==> config.mk <==
export PLATFORM = sky130hd
export DESIGN_NAME = ddr_access_ctrl_flat
export DESIGN_NICKNAME = d
export VERILOG_FILES = /design/src/rtl/ddr_access_ctrl_if.sv /design/src/rtl/ddr_access_ctrl.sv /design/src/flat_wrapper.sv
export SDC_FILE = /design/constraint.sdc
export NUM_CORES = 1
export LEC_CHECK = 0
export ABC_CLOCK_PERIOD_IN_PS = 2400
export BUFFER_PORTS_ARGS = -buffer_cell sky130_fd_sc_hd__buf_2
export CORE_MARGIN = 5
export CORE_UTILIZATION = 45
export CTS_CLUSTER_SIZE = 10
export DETAILED_ROUTE_END_ITERATION = 16
export PLACE_DENSITY = 0.73
export SYNTH_ARGS = -nofsm -noshare
export SYNTH_HDL_FRONTEND = slang
export SYNTH_SLANG_ARGS = --single-unit
==> constraint.sdc <==
create_clock -name clk -period 2.4 [get_ports clk]
set_input_delay 0.48 -clock clk [delete_from_list [all_inputs] [get_ports clk]]
set_output_delay 0.48 -clock clk [all_outputs]
set_load 0.1 [all_outputs]
==> src/rtl/ddr_access_ctrl_if.sv <==
// ddr_access_ctrl_if: processor request/response and memory port bundle.
// slave = controller side, master = processor/memory environment side.
interface ddr_access_ctrl_if;
  logic        req_valid;
  logic        req_we;
  logic [18:0] req_addr;
  logic [7:0]  req_wdata;
  logic        req_ready;
  logic        rsp_valid;
  logic [7:0]  rsp_rdata;
  logic        rsp_err;
  logic [7:0]  last_lat;
  logic [7:0]  err_count;
  logic [18:0] mem_addr;
  logic [7:0]  mem_wdata;
  logic        mem_we;
  logic [7:0]  mem_rdata;
  logic        mem_rdy_we;
  logic        mem_rdy_re;

  modport slave (
    input  req_valid, req_we, req_addr, req_wdata,
    input  mem_rdata, mem_rdy_we, mem_rdy_re,
    output req_ready, rsp_valid, rsp_rdata, rsp_err,
    output last_lat, err_count,
    output mem_addr, mem_wdata, mem_we
  );

  modport master (
    output req_valid, req_we, req_addr, req_wdata,
    output mem_rdata, mem_rdy_we, mem_rdy_re,
    input  req_ready, rsp_valid, rsp_rdata, rsp_err,
    input  last_lat, err_count,
    input  mem_addr, mem_wdata, mem_we
  );
endinterface

==> src/rtl/ddr_access_ctrl.sv <==
// ddr_access_ctrl: single-outstanding DDR image memory initiator.
// Latches one request, waits for ready or timeout, returns a response.
module ddr_access_ctrl #(
  parameter int unsigned TIMEOUT  = 64,
  parameter int unsigned MIN_WAIT = 1
) (
  input  logic              clk,
  input  logic              rst,
  ddr_access_ctrl_if.slave  bus
);

  typedef enum logic {IDLE, WAIT} state_t;

  localparam logic [7:0] MW    = 8'(MIN_WAIT);
  localparam logic [7:0] TO    = 8'(TIMEOUT);
  localparam logic [7:0] TO_M1 = 8'(TIMEOUT - 1);

  state_t      state_q, state_d;
  logic [7:0]  timer_q, timer_d;
  logic        op_we_q, op_we_d;
  logic        rsp_valid_q, rsp_valid_d;
  logic [7:0]  rsp_rdata_q, rsp_rdata_d;
  logic        rsp_err_q, rsp_err_d;
  logic [7:0]  last_lat_q, last_lat_d;
  logic [7:0]  err_count_q, err_count_d;
  logic [18:0] mem_addr_q, mem_addr_d;
  logic [7:0]  mem_wdata_q, mem_wdata_d;
  logic        mem_we_q, mem_we_d;
  logic        rdy;

  // Ready strobe matching the latched op; the other strobe is ignored.
  assign rdy = op_we_q ? bus.mem_rdy_we : bus.mem_rdy_re;

  // Next-state and response logic.
  always_comb begin
    state_d     = state_q;
    timer_d     = timer_q;
    op_we_d     = op_we_q;
    rsp_valid_d = 1'b0;
    rsp_rdata_d = rsp_rdata_q;
    rsp_err_d   = rsp_err_q;
    last_lat_d  = last_lat_q;
    err_count_d = err_count_q;
    mem_addr_d  = mem_addr_q;
    mem_wdata_d = mem_wdata_q;
    mem_we_d    = 1'b0;
    unique case (state_q)
      IDLE: begin
        if (bus.req_valid) begin
          mem_addr_d  = bus.req_addr;
          mem_wdata_d = bus.req_wdata;
          mem_we_d    = bus.req_we;
          op_we_d     = bus.req_we;
          timer_d     = 8'd0;
          state_d     = WAIT;
        end
      end
      WAIT: begin
        if (rdy && timer_q >= MW) begin
          rsp_valid_d = 1'b1;
          rsp_err_d   = 1'b0;
          rsp_rdata_d = op_we_q ? 8'd0 : bus.mem_rdata;
          last_lat_d  = timer_q + 8'd1;
          state_d     = IDLE;
        end else if (timer_q == TO_M1) begin
          rsp_valid_d = 1'b1;
          rsp_err_d   = 1'b1;
          rsp_rdata_d = 8'd0;
          last_lat_d  = TO;
          if (err_count_q != 8'hFF)
            err_count_d = err_count_q + 8'd1;
          state_d     = IDLE;
        end else begin
          timer_d = timer_q + 8'd1;
        end
      end
      default: state_d = IDLE;
    endcase
  end

  // State and output registers; reset drops any in-flight access.
  always_ff @(posedge clk or posedge rst) begin
    if (rst) begin
      state_q     <= IDLE;
      timer_q     <= 8'd0;
      op_we_q     <= 1'b0;
      rsp_valid_q <= 1'b0;
      rsp_rdata_q <= 8'd0;
      rsp_err_q   <= 1'b0;
      last_lat_q  <= 8'd0;
      err_count_q <= 8'd0;
      mem_addr_q  <= 19'd0;
      mem_wdata_q <= 8'd0;
      mem_we_q    <= 1'b0;
    end else begin
      state_q     <= state_d;
      timer_q     <= timer_d;
      op_we_q     <= op_we_d;
      rsp_valid_q <= rsp_valid_d;
      rsp_rdata_q <= rsp_rdata_d;
      rsp_err_q   <= rsp_err_d;
      last_lat_q  <= last_lat_d;
      err_count_q <= err_count_d;
      mem_addr_q  <= mem_addr_d;
      mem_wdata_q <= mem_wdata_d;
      mem_we_q    <= mem_we_d;
    end
  end

  assign bus.req_ready = (state_q == IDLE);
  assign bus.rsp_valid = rsp_valid_q;
  assign bus.rsp_rdata = rsp_rdata_q;
  assign bus.rsp_err   = rsp_err_q;
  assign bus.last_lat  = last_lat_q;
  assign bus.err_count = err_count_q;
  assign bus.mem_addr  = mem_addr_q;
  assign bus.mem_wdata = mem_wdata_q;
  assign bus.mem_we    = mem_we_q;

endmodule

==> src/flat_wrapper.sv <==
// flat-port wrapper written by rule: the top's interface ports become plain ports
module ddr_access_ctrl_flat 
#(
  parameter int unsigned TIMEOUT  = 64,
  parameter int unsigned MIN_WAIT = 1
)
  (clk, rst, bus_req_valid, bus_req_we, bus_req_addr, bus_req_wdata, bus_mem_rdata, bus_mem_rdy_we, bus_mem_rdy_re, bus_req_ready, bus_rsp_valid, bus_rsp_rdata, bus_rsp_err, bus_last_lat, bus_err_count, bus_mem_addr, bus_mem_wdata, bus_mem_we);
  ddr_access_ctrl_if bus_i ();
  input  logic clk;
  input  logic rst;
  input wire logic [$bits(bus_i.req_valid)-1:0] bus_req_valid;
  input wire logic [$bits(bus_i.req_we)-1:0] bus_req_we;
  input wire logic [$bits(bus_i.req_addr)-1:0] bus_req_addr;
  input wire logic [$bits(bus_i.req_wdata)-1:0] bus_req_wdata;
  input wire logic [$bits(bus_i.mem_rdata)-1:0] bus_mem_rdata;
  input wire logic [$bits(bus_i.mem_rdy_we)-1:0] bus_mem_rdy_we;
  input wire logic [$bits(bus_i.mem_rdy_re)-1:0] bus_mem_rdy_re;
  output wire logic [$bits(bus_i.req_ready)-1:0] bus_req_ready;
  output wire logic [$bits(bus_i.rsp_valid)-1:0] bus_rsp_valid;
  output wire logic [$bits(bus_i.rsp_rdata)-1:0] bus_rsp_rdata;
  output wire logic [$bits(bus_i.rsp_err)-1:0] bus_rsp_err;
  output wire logic [$bits(bus_i.last_lat)-1:0] bus_last_lat;
  output wire logic [$bits(bus_i.err_count)-1:0] bus_err_count;
  output wire logic [$bits(bus_i.mem_addr)-1:0] bus_mem_addr;
  output wire logic [$bits(bus_i.mem_wdata)-1:0] bus_mem_wdata;
  output wire logic [$bits(bus_i.mem_we)-1:0] bus_mem_we;
  assign bus_i.req_valid = bus_req_valid;
  assign bus_i.req_we = bus_req_we;
  assign bus_i.req_addr = bus_req_addr;
  assign bus_i.req_wdata = bus_req_wdata;
  assign bus_i.mem_rdata = bus_mem_rdata;
  assign bus_i.mem_rdy_we = bus_mem_rdy_we;
  assign bus_i.mem_rdy_re = bus_mem_rdy_re;
  assign bus_req_ready = bus_i.req_ready;
  assign bus_rsp_valid = bus_i.rsp_valid;
  assign bus_rsp_rdata = bus_i.rsp_rdata;
  assign bus_rsp_err = bus_i.rsp_err;
  assign bus_last_lat = bus_i.last_lat;
  assign bus_err_count = bus_i.err_count;
  assign bus_mem_addr = bus_i.mem_addr;
  assign bus_mem_wdata = bus_i.mem_wdata;
  assign bus_mem_we = bus_i.mem_we;
  ddr_access_ctrl #(.TIMEOUT(TIMEOUT), .MIN_WAIT(MIN_WAIT)) u_core (.clk(clk), .rst(rst), .bus(bus_i));
endmodule
Word-level counts from Yosys, hierarchy flattened
Cells that the tools add are included.
Storage, ports and cells
  input port bits: 41
  register bits after elaboration: 64
  logic and storage cells: 48
Cells by class
  $lt $le $gt $ge: 1
  mux-type cells: 21
  add/sub/neg operators: 2
  equal/unequal tests: 5
  reductions and logical operators: 6
  bitwise logic cells: 2
Operators with widths (number)
  $mux 8: 8
  $add 8x1->8 const B: 2
  $pmux 8 s2: 1
  $mux 1: 11
  $eq 8x6->1 const B: 1
  $ge 8x1->1 const B: 1
  $ne 8x8->1 const B: 1
  $ne 2x2->1 const B: 3
  $reduce_and 2->1: 2
  $reduce_and 4->1: 1
  $reduce_and 3->1: 1
  $not 1->1: 2
  $pmux 1 s2: 1
  $reduce_bool 2->1: 1
  $logic_and 1x1->1: 1

Logic depth before layout (Yosys ltp)
  depth after elaboration: 4
  depth in mapped cells: 7
  gate-level depth less buffers: 6

Least setup slack after synthesis
OpenSTA, ideal clock, no wires.
  path kind: reg-to-reg
  start: register u_core.err_count_q[0], in the netlist u_core.bus.err_count[0]
  end: register u_core.err_count_q[1], in the netlist u_core.bus.err_count[1]
  slack: 225 ps
  arrival time: 2049 ps
  library setup time: 126 ps
  cell stages (with the launch flop): 5
  required time: 2274 ps
  period minus slack after synthesis: 2175 ps
  buffers on the path: 0
  cell sequence: dfrtp_1 ha_1 and4_1 nor3_1 mux2_2
Between the ends
  longest elaborated chain between the ends: 2
  elaborated cells on any way between the ends: 3
Ends and longest elaborated chain
  from (decl): RTL line ddr_access_ctrl.sv:25  | logic [7:0] err_count_q, err_count_d;
  from (signal assigned): RTL line ddr_access_ctrl.sv:103  | err_count_q <= err_count_d;
  branches (longest 2 deep; another with $add 8x1->8)
Parallel ways; which one is timed is not known.
A chain may end at the register's enable or synchronous reset.

Worst setup path in the final report
  start: register u_core.timer_q[0]
  end: register u_core.timer_q[4]
Between the ends
  longest elaborated chain between the ends: 4
  elaborated cells on any way between the ends: 10
Ends and longest elaborated chain
  from (decl): RTL line ddr_access_ctrl.sv:19  | logic [7:0] timer_q, timer_d;
  from (signal assigned): RTL line ddr_access_ctrl.sv:97  | timer_q <= timer_d;
  $add 8x1->8 or $ge 8x1->1 (tied branches): RTL line ddr_access_ctrl.sv:74, ddr_access_ctrl.sv:59
  $mux 8 or $logic_and 1x1->1 (tied branches): RTL line ddr_access_ctrl.sv:65, ddr_access_ctrl.sv:59
  $mux 8 or $ne 2x2->1 (tied branches)
  $pmux 8 s2 or $reduce_and 3->1 (tied branches)
Several ways; a longest one is shown, not always the timed one. The select of a mux whose other input is x is not followed.

==> qor.csv <==
metric,value,unit
final design utilization,0.585,
DRC Markers,0,
layout cells sized above 1,0.373,
Min-Delay Path Class,input port to async pin,
Die ar.,8030,um2
sequential-to-total area share from yosys stat,0.561,
# fillers,542,
synth unique cells,38,
PortBufs,95,
Inserted Diodes,0,
Num CTS Buffers,9,
Nets,415,
most frequent cells in the layout,"95 x buf_2, 93 x nand2_1, 64 x dfrtp_1",
Placer Congestion,0.835,
R2R cell count,6,
root buffer cell,clkbuf_8,
Critical R2R Capture,u_core.timer_q[4],
"Reg clk slew, reported paths",70,ps
Critical Path AT,2390,ps
Worst slew margin,0.565,
Pre-antenna DRT Iters,4,
Final Slew Violations,0,
Rows,29,
"commonest non-fill, non-tap cell in the layout",buf_2,
via count of the first global-routing pass,2233,
number of post-CTS setup repair buffers,0,
Post-Syn Nets,313,
DR WL/cell,13.9,um
compound-gate portion of the synthesized area,0.0776,
Post-Synthesis Cell Area,2850,um2
initial antenna violation count,0,
Worst path slowest cell,dfrtp_1,
largest incremental delay on the critical path,440,ps
global-route wire length before repair,10400,um
Post-synth EDFFs,0,
Via Count,2212,
status,completed,
worst slew pin tran,648,ps
Ports,96,
Post-CTS Hold Buffers,0,
Mapped Cells,268,
grt ovf,0,
Crit Path Category,register to register,
simple-gate portion of the synthesized area,0.233,
flop2flop setup slack,230,ps
fmax,461,MHz
CTS Buffer Depth,2,
Layout Cells excl Fill,452,
synthesis-to-layout area growth,27.9,%
die height,89.6,um
Hold Slack,144,ps
post-synth top area share,0.561,
unrepaired setup endpoints after global routing,no,
later-pin clock latency in the skew report,340,ps
setup_tns,0,ps
Synth Flop Type,dfrtp_1,
Post-CTS Resized,0,
"Avg Cell Area, Syn",10.6,um2
setup violators final,0,
Critical R2R Launch,u_core.timer_q[0],
Tot GR Track Use,0.170,
DPL Wire Length,4720,um
asr flop ratio synth,1.00,
width of the die,89.6,um
DR iter-0 viols,94,
YS warnings,0,
Post-Synth Adder-Cell Area,0.0175,
number of H-tree levels,3,
Fin. Hold Viols,0,
shortest period the worst path allows,2170,ps
Post-Place Cells,436,
Synth Register Bits,64,
multiplexer share of the synthesized area,0.0548,
WL final,6260,um
worst path cell trace,"inv_1, ha_1, nor4b_4, a21boi_2, or2_1, mux2_4",
"antenna viol nets, final",0,
leading post-synthesis cells by cell area,"dfrtp_1 56%, nand2_1 12%, a22o_1 3.7%, mux2_4 2.1%, mux2_2 2.0%",
Critical Path Source Type,register,
largest net degree at the start of global routing,44,
Final Skew,7.92,ps
CTS tree,built,
Core Region,6240,um2
Via-to-Cell Ratio,4.89,
"Req. time, crit path",2620,ps
largest family of logic cells by synthesized area,simple AND/OR/NAND/NOR gates,
Crit Path Max Fanout,12,
CP Capture Type,register,
Final period util,0.904,
Max-cap violations,0,
initial core utilization,0.457,
clk sinks,64,
most area-hungry cell type in the Yosys netlist,dfrtp_1,
xor/xnor cell area share of the yosys netlist,0.0246,
-- metrics by stage --
step           instance area, um2  setup WS [ps]
2_1_floorplan                2850            225
3_5_place_dp                 3430            227
5_1_grt                      3650           66.9
3_3_place_gp                 3430            281
4_1_cts                      3650            221
6_report                     3650            230
-- synth_stat cells (2+ instances only) --
cell,count
mux2_4,4
clkbuf_1,6
a21o_1,2
a21oi_1,2
a22o_1,12
and3_1,3
nor3_1,3
dfrtp_1,64
inv_1,9
nand3_1,7
xor2_1,6
and2_1,2
a31o_2,3
nor2b_1,4
nand2_1,93
or3_1,2
mux2i_1,4
ha_1,4
xnor2_1,2
o21ai_0,3
and4_1,2
nor4_2,3
mux2_2,5
nand2b_1,5
a211oi_1,4
buf_6,2
-- metal layers --
layer  vias to the layer above  share of wire  track usage
li1                       1099              -            -
met1                      1045           0.42        0.210
met4                         0          0.014       0.0758
met5                         -              0            0
met3                        10          0.060       0.0447
met2                        58           0.50        0.280
-- critical path: cells and delay by family, from the launching register on --
family                     cells  cell delay [ps]
adders and majority gates      1              200
DFF                            1              440
AOI/OAI and AO/OA              1              430
muxes                          1              330
and+or+nand+nor                2              570
buffers and inverters          1               80
-- layout make-up --
| class | count | area (um2) | share of cell area |
|---|---|---|---|
| Clock buffer | 11 | 141 | 0.0387 |
| Clock inverter | 5 | 80.1 | 0.0219 |
| Inverter | 9 | 33.8 | 0.00925 |
| Multi-Input combinational cell | 185 | 1160 | 0.319 |
| Sequential cell | 64 | 1600 | 0.439 |
| Tap cell | 77 | 96.3 | 0.0264 |
| Timing Repair Buffer | 101 | 533 | 0.146 |
-- flip-flops by register name, indices dropped and copies added (netlist names) --
name and count:
u_core.bus.mem_we 1, u_core.bus.last_lat 8, u_core.bus.err_count 8, u_core.state_q 1
u_core.timer_q 8, u_core.bus.rsp_rdata 8, u_core.op_we_q 1, u_core.bus.rsp_err 1
u_core.bus.rsp_valid 1, u_core.bus.mem_wdata 8, u_core.bus.mem_addr 19
-- cell families after synthesis --
logic type,after synthesis
and+or+nand+nor,132
DFF,64
adders and majority gates,4
muxes,13
xor gates and xnor gates,8
AOI/OAI and AO/OA,28
buffers and inverters,19
-- how the worst max path moves through the flow --
stage / start / endpoint / slack [ps] / cells past startpoint
6_report: u_core.timer_q[0] / u_core.timer_q[4] / 230 / 6
4_1_cts: u_core.timer_q[0] / u_core.timer_q[3] / 220 / 6
5_1_grt: u_core.timer_q[0] / u_core.timer_q[3] / 70 / 6
3_3_place_gp: u_core.timer_q[0] / u_core.timer_q[7] / 280 / 6
3_5_place_dp: u_core.timer_q[0] / u_core.timer_q[7] / 230 / 6
2_1_floorplan: u_core.bus.err_count[0] / u_core.bus.err_count[1] / 220 / 4
Power is left out: the tool's default activity adds up to more than one toggle a clock period on the data nets, which glitch-free logic cannot reach.
